$ cat config.mk
export PLATFORM = sky130hd
export DESIGN_NAME = mem_bridge
export DESIGN_NICKNAME = d
export VERILOG_FILES = /design/src/rtl/mem_bridge_pkg.sv /design/src/rtl/mem_bridge_load_align.sv /design/src/rtl/mem_bridge.sv
export SDC_FILE = /design/constraint.sdc
export NUM_CORES = 1
export LEC_CHECK = 0
export CORE_MARGIN = 2
export CORE_UTILIZATION = 35
export CTS_BUF_LIST = sky130_fd_sc_hd__clkbuf_8
export DETAILED_ROUTE_END_ITERATION = 12
export GPL_TIMING_DRIVEN = 0
export PLACE_DENSITY = 0.68
export SLEW_MARGIN = 25
export SYNTH_ARGS = -nofsm -noshare
export SYNTH_HDL_FRONTEND = slang
export SYNTH_SLANG_ARGS = --single-unit
export TNS_END_PERCENT = 100
$ cat constraint.sdc
create_clock -name clk -period 3.95 [get_ports clk]
set_input_delay 0.79 -clock clk [delete_from_list [all_inputs] [get_ports clk]]
set_output_delay 0.79 -clock clk [all_outputs]
set_load 0.1 [all_outputs]
$ cat src/rtl/mem_bridge_pkg.sv
// Shared types and helpers for the memory bridge: state encoding, funct3 codes,
// byte-enable generation, store-lane replication and access legality.
package mem_bridge_pkg;

  typedef enum logic [1:0] {IDLE, BUS, DONE, ERR} state_e;

  localparam logic [2:0] F3_B  = 3'b000;
  localparam logic [2:0] F3_H  = 3'b001;
  localparam logic [2:0] F3_W  = 3'b010;
  localparam logic [2:0] F3_BU = 3'b100;
  localparam logic [2:0] F3_HU = 3'b101;

  // Size lives in funct3[1:0]; the sign bit does not affect the lanes touched.
  function automatic logic [3:0] be_gen(input logic [2:0] funct3, input logic [1:0] off);
    case (funct3[1:0])
      2'b00:   be_gen = 4'b0001 << off;
      2'b01:   be_gen = off[1] ? 4'b1100 : 4'b0011;
      default: be_gen = 4'b1111;
    endcase
  endfunction

  function automatic logic [31:0] wdata_rep(input logic [2:0] funct3, input logic [31:0] wdata);
    case (funct3[1:0])
      2'b00:   wdata_rep = {4{wdata[7:0]}};
      2'b01:   wdata_rep = {2{wdata[15:0]}};
      default: wdata_rep = wdata;
    endcase
  endfunction

  function automatic logic illegal_acc(input logic we, input logic [2:0] funct3, input logic [1:0] off);
    case (funct3)
      F3_B:    illegal_acc = 1'b0;
      F3_BU:   illegal_acc = we;
      F3_H:    illegal_acc = off[0];
      F3_HU:   illegal_acc = we | off[0];
      F3_W:    illegal_acc = (off != 2'b00);
      default: illegal_acc = 1'b1;
    endcase
  endfunction

endpackage

$ cat src/rtl/mem_bridge_load_align.sv
// Combinational load lane select and sign/zero extension; kept standalone so a
// cache refill path can reuse the same extraction.
module load_align
  import mem_bridge_pkg::*;
(
  input  logic [31:0] rdata,
  input  logic [1:0]  off,
  input  logic [2:0]  funct3,
  output logic [31:0] data
);

  logic [31:0] lane;

  always_comb begin
    lane = rdata >> {off, 3'b000};
    case (funct3)
      F3_B:    data = {{24{lane[7]}}, lane[7:0]};
      F3_BU:   data = {24'h0, lane[7:0]};
      F3_H:    data = {{16{lane[15]}}, lane[15:0]};
      F3_HU:   data = {16'h0, lane[15:0]};
      default: data = rdata;
    endcase
  end

endmodule

$ cat src/rtl/mem_bridge.sv
// Controller-side memory request to valid/ready bus bridge with byte steering.
// Define MEM_BRIDGE_TIMEOUT_EN to abort stalled bus cycles after TIMEOUT_CYCLES.
module mem_bridge
  import mem_bridge_pkg::*;
#(
  parameter int TIMEOUT_CYCLES = 255,
  parameter int ADDR_W         = 32
) (
  input  logic              clk,
  input  logic              rst,
  input  logic              req_valid,
  output logic              req_ready,
  input  logic              req_we,
  input  logic [ADDR_W-1:0] req_addr,
  input  logic [31:0]       req_wdata,
  input  logic [2:0]        req_funct3,
  output logic              rsp_valid,
  output logic              rsp_err,
  output logic [31:0]       rsp_rdata,
  output logic              mem_valid,
  input  logic              mem_ready,
  output logic              mem_we,
  output logic [ADDR_W-1:0] mem_addr,
  output logic [3:0]        mem_be,
  output logic [31:0]       mem_wdata,
  input  logic [31:0]       mem_rdata
);

  state_e            state_q, state_d;
  logic              mem_valid_q, mem_valid_d;
  logic              mem_we_q, mem_we_d;
  logic [ADDR_W-1:0] mem_addr_q, mem_addr_d;
  logic [3:0]        mem_be_q, mem_be_d;
  logic [31:0]       mem_wdata_q, mem_wdata_d;
  logic [31:0]       rdata_q, rdata_d;
  logic [1:0]        off_q, off_d;
  logic [2:0]        f3_q, f3_d;
  logic [31:0]       ld_data;

`ifdef MEM_BRIDGE_TIMEOUT_EN
  localparam int CNT_RAW = $clog2(TIMEOUT_CYCLES + 1);
  localparam int CNT_W   = (CNT_RAW < 8) ? 8 : ((CNT_RAW > 16) ? 16 : CNT_RAW);
  localparam logic [CNT_W-1:0] CNT_LAST = CNT_W'(TIMEOUT_CYCLES - 1);
  logic [CNT_W-1:0] cnt_q, cnt_d;
`endif

  load_align u_load_align (
    .rdata  (mem_rdata),
    .off    (off_q),
    .funct3 (f3_q),
    .data   (ld_data)
  );

  always_comb begin
    state_d     = state_q;
    mem_valid_d = mem_valid_q;
    mem_we_d    = mem_we_q;
    mem_addr_d  = mem_addr_q;
    mem_be_d    = mem_be_q;
    mem_wdata_d = mem_wdata_q;
    rdata_d     = rdata_q;
    off_d       = off_q;
    f3_d        = f3_q;
`ifdef MEM_BRIDGE_TIMEOUT_EN
    cnt_d       = cnt_q;
`endif
    case (state_q)
      IDLE: begin
        if (req_valid) begin
          off_d       = req_addr[1:0];
          f3_d        = req_funct3;
          mem_we_d    = req_we;
          mem_addr_d  = {req_addr[ADDR_W-1:2], 2'b00};
          mem_be_d    = req_we ? be_gen(req_funct3, req_addr[1:0]) : 4'b1111;
          mem_wdata_d = wdata_rep(req_funct3, req_wdata);
`ifdef MEM_BRIDGE_TIMEOUT_EN
          cnt_d       = '0;
`endif
          if (illegal_acc(req_we, req_funct3, req_addr[1:0])) begin
            state_d = ERR;
          end else begin
            state_d     = BUS;
            mem_valid_d = 1'b1;
          end
        end
      end
      BUS: begin
        // A completing mem_ready always beats a timeout in the same cycle.
        if (mem_ready) begin
          if (!mem_we_q) rdata_d = ld_data;
          mem_valid_d = 1'b0;
          state_d     = DONE;
        end
`ifdef MEM_BRIDGE_TIMEOUT_EN
        else if (cnt_q == CNT_LAST) begin
          mem_valid_d = 1'b0;
          state_d     = ERR;
        end else begin
          cnt_d = cnt_q + 1'b1;
        end
`endif
      end
      DONE:    state_d = IDLE;
      ERR:     state_d = IDLE;
      default: state_d = IDLE;
    endcase
  end

  always_ff @(posedge clk) begin
    if (!rst) begin
      state_q     <= IDLE;
      mem_valid_q <= 1'b0;
      mem_we_q    <= 1'b0;
      mem_addr_q  <= '0;
      mem_be_q    <= 4'b0000;
      mem_wdata_q <= 32'h0;
      rdata_q     <= 32'h0;
      off_q       <= 2'b00;
      f3_q        <= 3'b000;
`ifdef MEM_BRIDGE_TIMEOUT_EN
      cnt_q       <= '0;
`endif
    end else begin
      state_q     <= state_d;
      mem_valid_q <= mem_valid_d;
      mem_we_q    <= mem_we_d;
      mem_addr_q  <= mem_addr_d;
      mem_be_q    <= mem_be_d;
      mem_wdata_q <= mem_wdata_d;
      rdata_q     <= rdata_d;
      off_q       <= off_d;
      f3_q        <= f3_d;
`ifdef MEM_BRIDGE_TIMEOUT_EN
      cnt_q       <= cnt_d;
`endif
    end
  end

  assign req_ready = (state_q == IDLE);
  assign rsp_valid = (state_q == DONE) || (state_q == ERR);
  assign rsp_err   = (state_q == ERR);
  assign rsp_rdata = rdata_q;
  assign mem_valid = mem_valid_q;
  assign mem_we    = mem_we_q;
  assign mem_addr  = mem_addr_q;
  assign mem_be    = mem_be_q;
  assign mem_wdata = mem_wdata_q;

endmodule

# Word-level counts from Yosys, hierarchy flattened
# Cells that the tools add are included.
# totals
register_bits	107
latch_bits	0
ramBits	0
rom_bits	0
inputBits	104
output_inout_bits	105
memories	0
# op_classes
addsub	0
mul	0
div	0
n_lt_le_gt_ge	0
eq_ne	14
shift	2
muxes	16
bitwise	2
n_reduce_logical	12
# ops
cell	count
$pmux W32 S4	1
$pmux W32 S2	1
$shr A32 B5 Y16	1
$eq A3 B3 Y1 const B	4
$mux W4	2
$pmux W4 S2	1
$eq A3 B1 Y1 const B	2
$logic_not A3 Y1	2
$mux W2	3
$ne A2 B2 Y1 const B	3
$pmux W2 S3	1
$mux W1	5
$pmux W1 S5	1
$eq A2 B1 Y1 const B	2
$eq A2 B2 Y1 const B	2
$logic_not A2 Y1	2
$reduce_and A2 Y1	2
$reduce_and A4 Y1	1
$reduce_bool A2 Y1	2
$shl A1 B2 Y4 const A	1
$eq A3 B2 Y1 const B	1
$reduce_and A3 Y1	1
$pmux W1 S2	1
$reduce_or A2 Y1	1
3 further kinds	3

# Longest topological paths before layout
# logic_depth
depth_word	7
ltp_mapped	8

# Modules after synthesis
# A second synthesis with hierarchy kept.
# unflattened
hier_cells	616
area_unflattened_um2	4972.3
# by_module_without_submodules
mod	n_inst	cells_each	area_each_um2
mem_bridge	1	505	4256.6
load_align	1	111	715.7

# Least setup slack after synthesis
# Ideal clock, no wire load.
# synth_timing
path_type	reg-to-reg
startpoint	register state_q[1]
endpoint	register mem_wdata_q[14], in the netlist mem_wdata[14]
setup_ps	61
arrival_ps	2850
t_required_ps	3889
path_slack_ps	1039
path_stages_with_launch	7
n_path_buf	3
path_cell_list	dfxtp_1 -> nor2_1 -> and2_1 -> clkbuf_1 -> clkbuf_1 -> buf_1 -> o211a_1
# synth_via
elab_chain_len	2
# synth_lines
item	line_no	text
from (decl)	mem_bridge.sv:29	state_e state_q, state_d;
from (signal assigned)	mem_bridge.sv:124	state_q <= state_d;
$logic_not A2 Y1	--	
net req_ready	mem_bridge.sv:12	output logic req_ready,
$reduce_and A2 Y1 (no line)	--	
to (signal assigned)	mem_bridge.sv:129	mem_wdata_q <= mem_wdata_d;
to (decl)	mem_bridge.sv:34	logic [31:0] mem_wdata_q, mem_wdata_d;
# The timed path passes the listed nets, and every way through them passes these cells.
# A chain may end at the register's enable or synchronous reset.

# Worst setup path in the final report
# layout_timing
startpoint	register state_q[1]
endpoint	output rsp_err
# layout_via
elab_chain_len	1
# layout_lines
item	line_no	text
$eq A2 B2 Y1	mem_bridge.sv:141	assign rsp_err = (state_q == ERR);
to (decl)	mem_bridge.sv:18	output logic rsp_err,
# No other way between the ends.

==> results.yml <==
grt:
  antenna_found_initial: 0
  first_pass_grt_wire_length_um: 27400
  grt_start_max_net_pins: 17
  grtUsageTotal: 0.223
  grt_pass1_vias: 5091
  grt.overflow.total: 0
finish:
  drive_above_1_share: 0.0445
  design.final.nets: 908
  seq_area_mm2: 0.00214
  multiInputGateArea_mm2: 0.00265
  n_diodes: 0
  syn2layout_area_growth_pct: 48.9
  nFillCells: 1303
  layout.cell_area.non_filler_mm2: 0.00753
yosys:
  yosys_reg_bits: 107
  syn_inst: 589
  synth-compound-area-share: 0.269
  dominant_combinational_cell_family_by_area_after_synthesis: "compound AO/OA/AOI/OAI gates"
  post_synth_and_or_nand_nor_area_fraction: 0.175
  yosys_warnings: 0
  synthMuxAreaShare: 0.0776
  synthesis.area_per_instance_um2: 8.59
  synthFlopType: "dfxtp_1"
  postSynth.asyncResetShare: 0
  synth.yosys.seq_area_share: 0.423
  syn_area_mm2: 0.00506
  yosys.area_share.xor_xnor: 0
  synth_enable_flop_cells: 0
  synthAdderAreaFrac: 0
  synth.lib_cells_used.distinct: 38
flow_run:
  drv_cap: 0
setup_path:
  path_class: "register to output pin"
  cp_num_buf_inv: 1
  cp_top_family: "buffers and inverters"
  critical_path.startpoint_type: "register"
  worstSetupStartpoint: "state_q[1]"
  worst-endpoint-required_ns: 3.16
  cp_cell_sequence: "and2_1, clkdlybuf4s50_1"
  worst_ep_arrival_time_ns: 2.11
  worstPathMaxFanout: 6
  worst_r2r_startpoint: "f3_q[0]"
  cp_slowest_stage_delay_ns: 1.14
  setup.worst_path.end_class: "output pin"
  critPathSlowestCell: "clkdlybuf4s50_1"
die:
  starting_density: 0.362
  chipHeight_um: 124
  core_mm2: 0.0140
  design.die.area_mm2: 0.0154
  ios: 209
  rows: 43
  die-width_um: 124
drt:
  drt_iter0_markers: 282
  antenna_violating_nets_post_route: 0
  drt_pre_antenna_iters: 5
  post_drt_wl_per_cell_um: 17.7
  routed_wirelength_um: 17500
  post_drt_via_cell_ratio: 5.13
  drc_violation_count_after_routing: 0
  vias: 5077
clocking:
  cts.sink_count: 107
  cts_resizes: 0
  clk_pin_slew_ns: 0.10
  cts_post_setup_buffers_inserted: 0
  cts_inserted_buffers: 9
  cts.path.max_buffers: 2
  cts_max_level: 3
  cts_tree: "done"
  clock_tree.root_cell: "clkbuf_8"
  holdBufCountCts: 0
  worst_skew_pair.late_latency_ns: 0.39
timing:
  hold_slack_ns: 0.467
  finalHoldViolCount: 0
  finalCritPeriodShare: 0.733
  final.setup_skew_ns: 0.00805
  period_needed_ns: 2.90
  unrepaired_setup_endpoints_after_global_routing: "false"
  timing.final.setup_violations: 0
  max_freq_ghz: 0.345
  slew_violations: 0
  relative_max_transition_margin: 0.295
  setup_tns_ns: 0
  worst_pin_slew_ns: 1.05
worst_hold_path:
  min_path_type: "register to register"
  hold_start: "mem_wdata[24]"
placement:
  detailed_place.area_mm2: 0.00732
  final_estimated_routing_congestion_in_global_placement: 0.866
  port_buffers: 203
  hpwlAfterDp_um: 13700
pwr:
  worst_ir_drop_vdd_uv: 301
  power.static_leakage_uw: 0.00278
  pwr_cell_area_mw_per_mm2: 412
  power_uw: 3100
outcome:
  status: "completed"
## flip-flops by register name (all words and copies together) (netlist names)
name	flops
rsp_rdata	32
off_q	2
mem_valid	1
mem_wdata	32
mem_addr	30
state_q	2
f3_q	3
mem_be	4
mem_we	1
## worst register-to-register path: stages (launching register included)
cell	delay (ns)
dfxtp_1	0.37
clkbuf_1	0.43
or3_1	0.18
o22ai_1	0.09
nor3b_1	0.80
a21oi_1	0.15
## final cells by class
cell class              instances  share of cell area
repair buffers                203               0.270
clock buffers                  12              0.0219
plain buffers                  57              0.0355
inverters                       2            0.000996
multi-input cells             424               0.351
clock inverters                 4             0.00648
flip-flops and latches        107               0.284
well taps                     180              0.0299
## cells in the mapped netlist (2+ instances only)
| cell | instances | area share |
|---|---|---|
| nor2_1 | 20 | 0.015 |
| nand2b_1 | 3 | 0.0037 |
| nor2b_1 | 2 | 0.0025 |
| dfxtp_1 | 107 | 0.42 |
| o21ai_0 | 39 | 0.039 |
| o211ai_1 | 7 | 0.010 |
| o2bb2ai_1 | 7 | 0.012 |
| or3_1 | 2 | 0.0025 |
| a21boi_0 | 52 | 0.077 |
| o32ai_1 | 7 | 0.012 |
| nand2_1 | 161 | 0.12 |
| buf_12 | 2 | 0.0079 |
| mux2i_1 | 37 | 0.073 |
| a2bb2oi_1 | 7 | 0.012 |
| clkbuf_1 | 43 | 0.032 |
| nand3b_1 | 7 | 0.010 |
| inv_1 | 2 | 0.0015 |
| nand3_1 | 8 | 0.0079 |
| buf_1 | 6 | 0.0045 |
| buf_4 | 3 | 0.0045 |
| a31oi_1 | 6 | 0.0074 |
| and2_1 | 2 | 0.0025 |
| o21bai_1 | 2 | 0.0030 |
| nor3b_1 | 5 | 0.0074 |
| o211a_1 | 16 | 0.032 |
| a21oi_1 | 14 | 0.014 |
| a31oi_4 | 10 | 0.042 |
| buf_2 | 2 | 0.0020 |
## cells in the final DEF (no fill, tap or decap), types with 10 or more instances in the layout
cell type	Yosys	routed
a21oi_1	14	14
clkdlybuf4s50_1	0	203
a21boi_0	52	52
mux2i_1	37	37
o211a_1	16	16
nor2_1	20	20
clkbuf_8	0	12
nand2_1	161	161
dfxtp_1	107	107
o21ai_0	39	39
clkbuf_1	43	43
a31oi_4	10	10
## final timing paths
path	endpoint	slack [ns]	cells past startpoint
max	rsp_err	1.05	2
min	mem_wdata[24]	0.47	2
max reg2reg	rsp_rdata[12]	1.78	5
min reg2reg	mem_wdata[24]	0.47	2
## cells by family (layout without fill, tap and decap cells)
kind of cell / count (synthesis) / count (layout)
compound gates: 172 / 172
mux: 38 / 38
buf+inv: 59 / 278
other cells: 1 / 2
flops: 107 / 107
simple gates: 212 / 212
## per-layer routing
| metal | track usage | vias to the layer above | wire length (um) |
|---|---|---|---|
| met5 | 0 | - | 0 |
| met4 | 0.0522 | 0 | 231 |
| met3 | 0.0878 | 14 | 1540 |
| met2 | 0.382 | 210 | 8560 |
| met1 | 0.261 | 2382 | 7170 |
| li1 | - | 2471 | - |
## where the power goes
| group | total [uW] | switching [uW] | internal, uW |
|---|---|---|---|
| Sequential | 1200 | 45.1 | 1160 |
| Clock | 721 | 378 | 343 |
| Combinational | 1180 | 840 | 341 |
## stage by stage
stage,worst slack (ns),instances,utilization
final,1.05,989,0.539
after global routing,0.937,989,0.539
after global placement,1.10,973,0.523
after detailed placement,1.03,973,0.523
after floorplan,1.04,590,-
after CTS,1.02,989,0.539
Power figures use the tool's default switching activity.
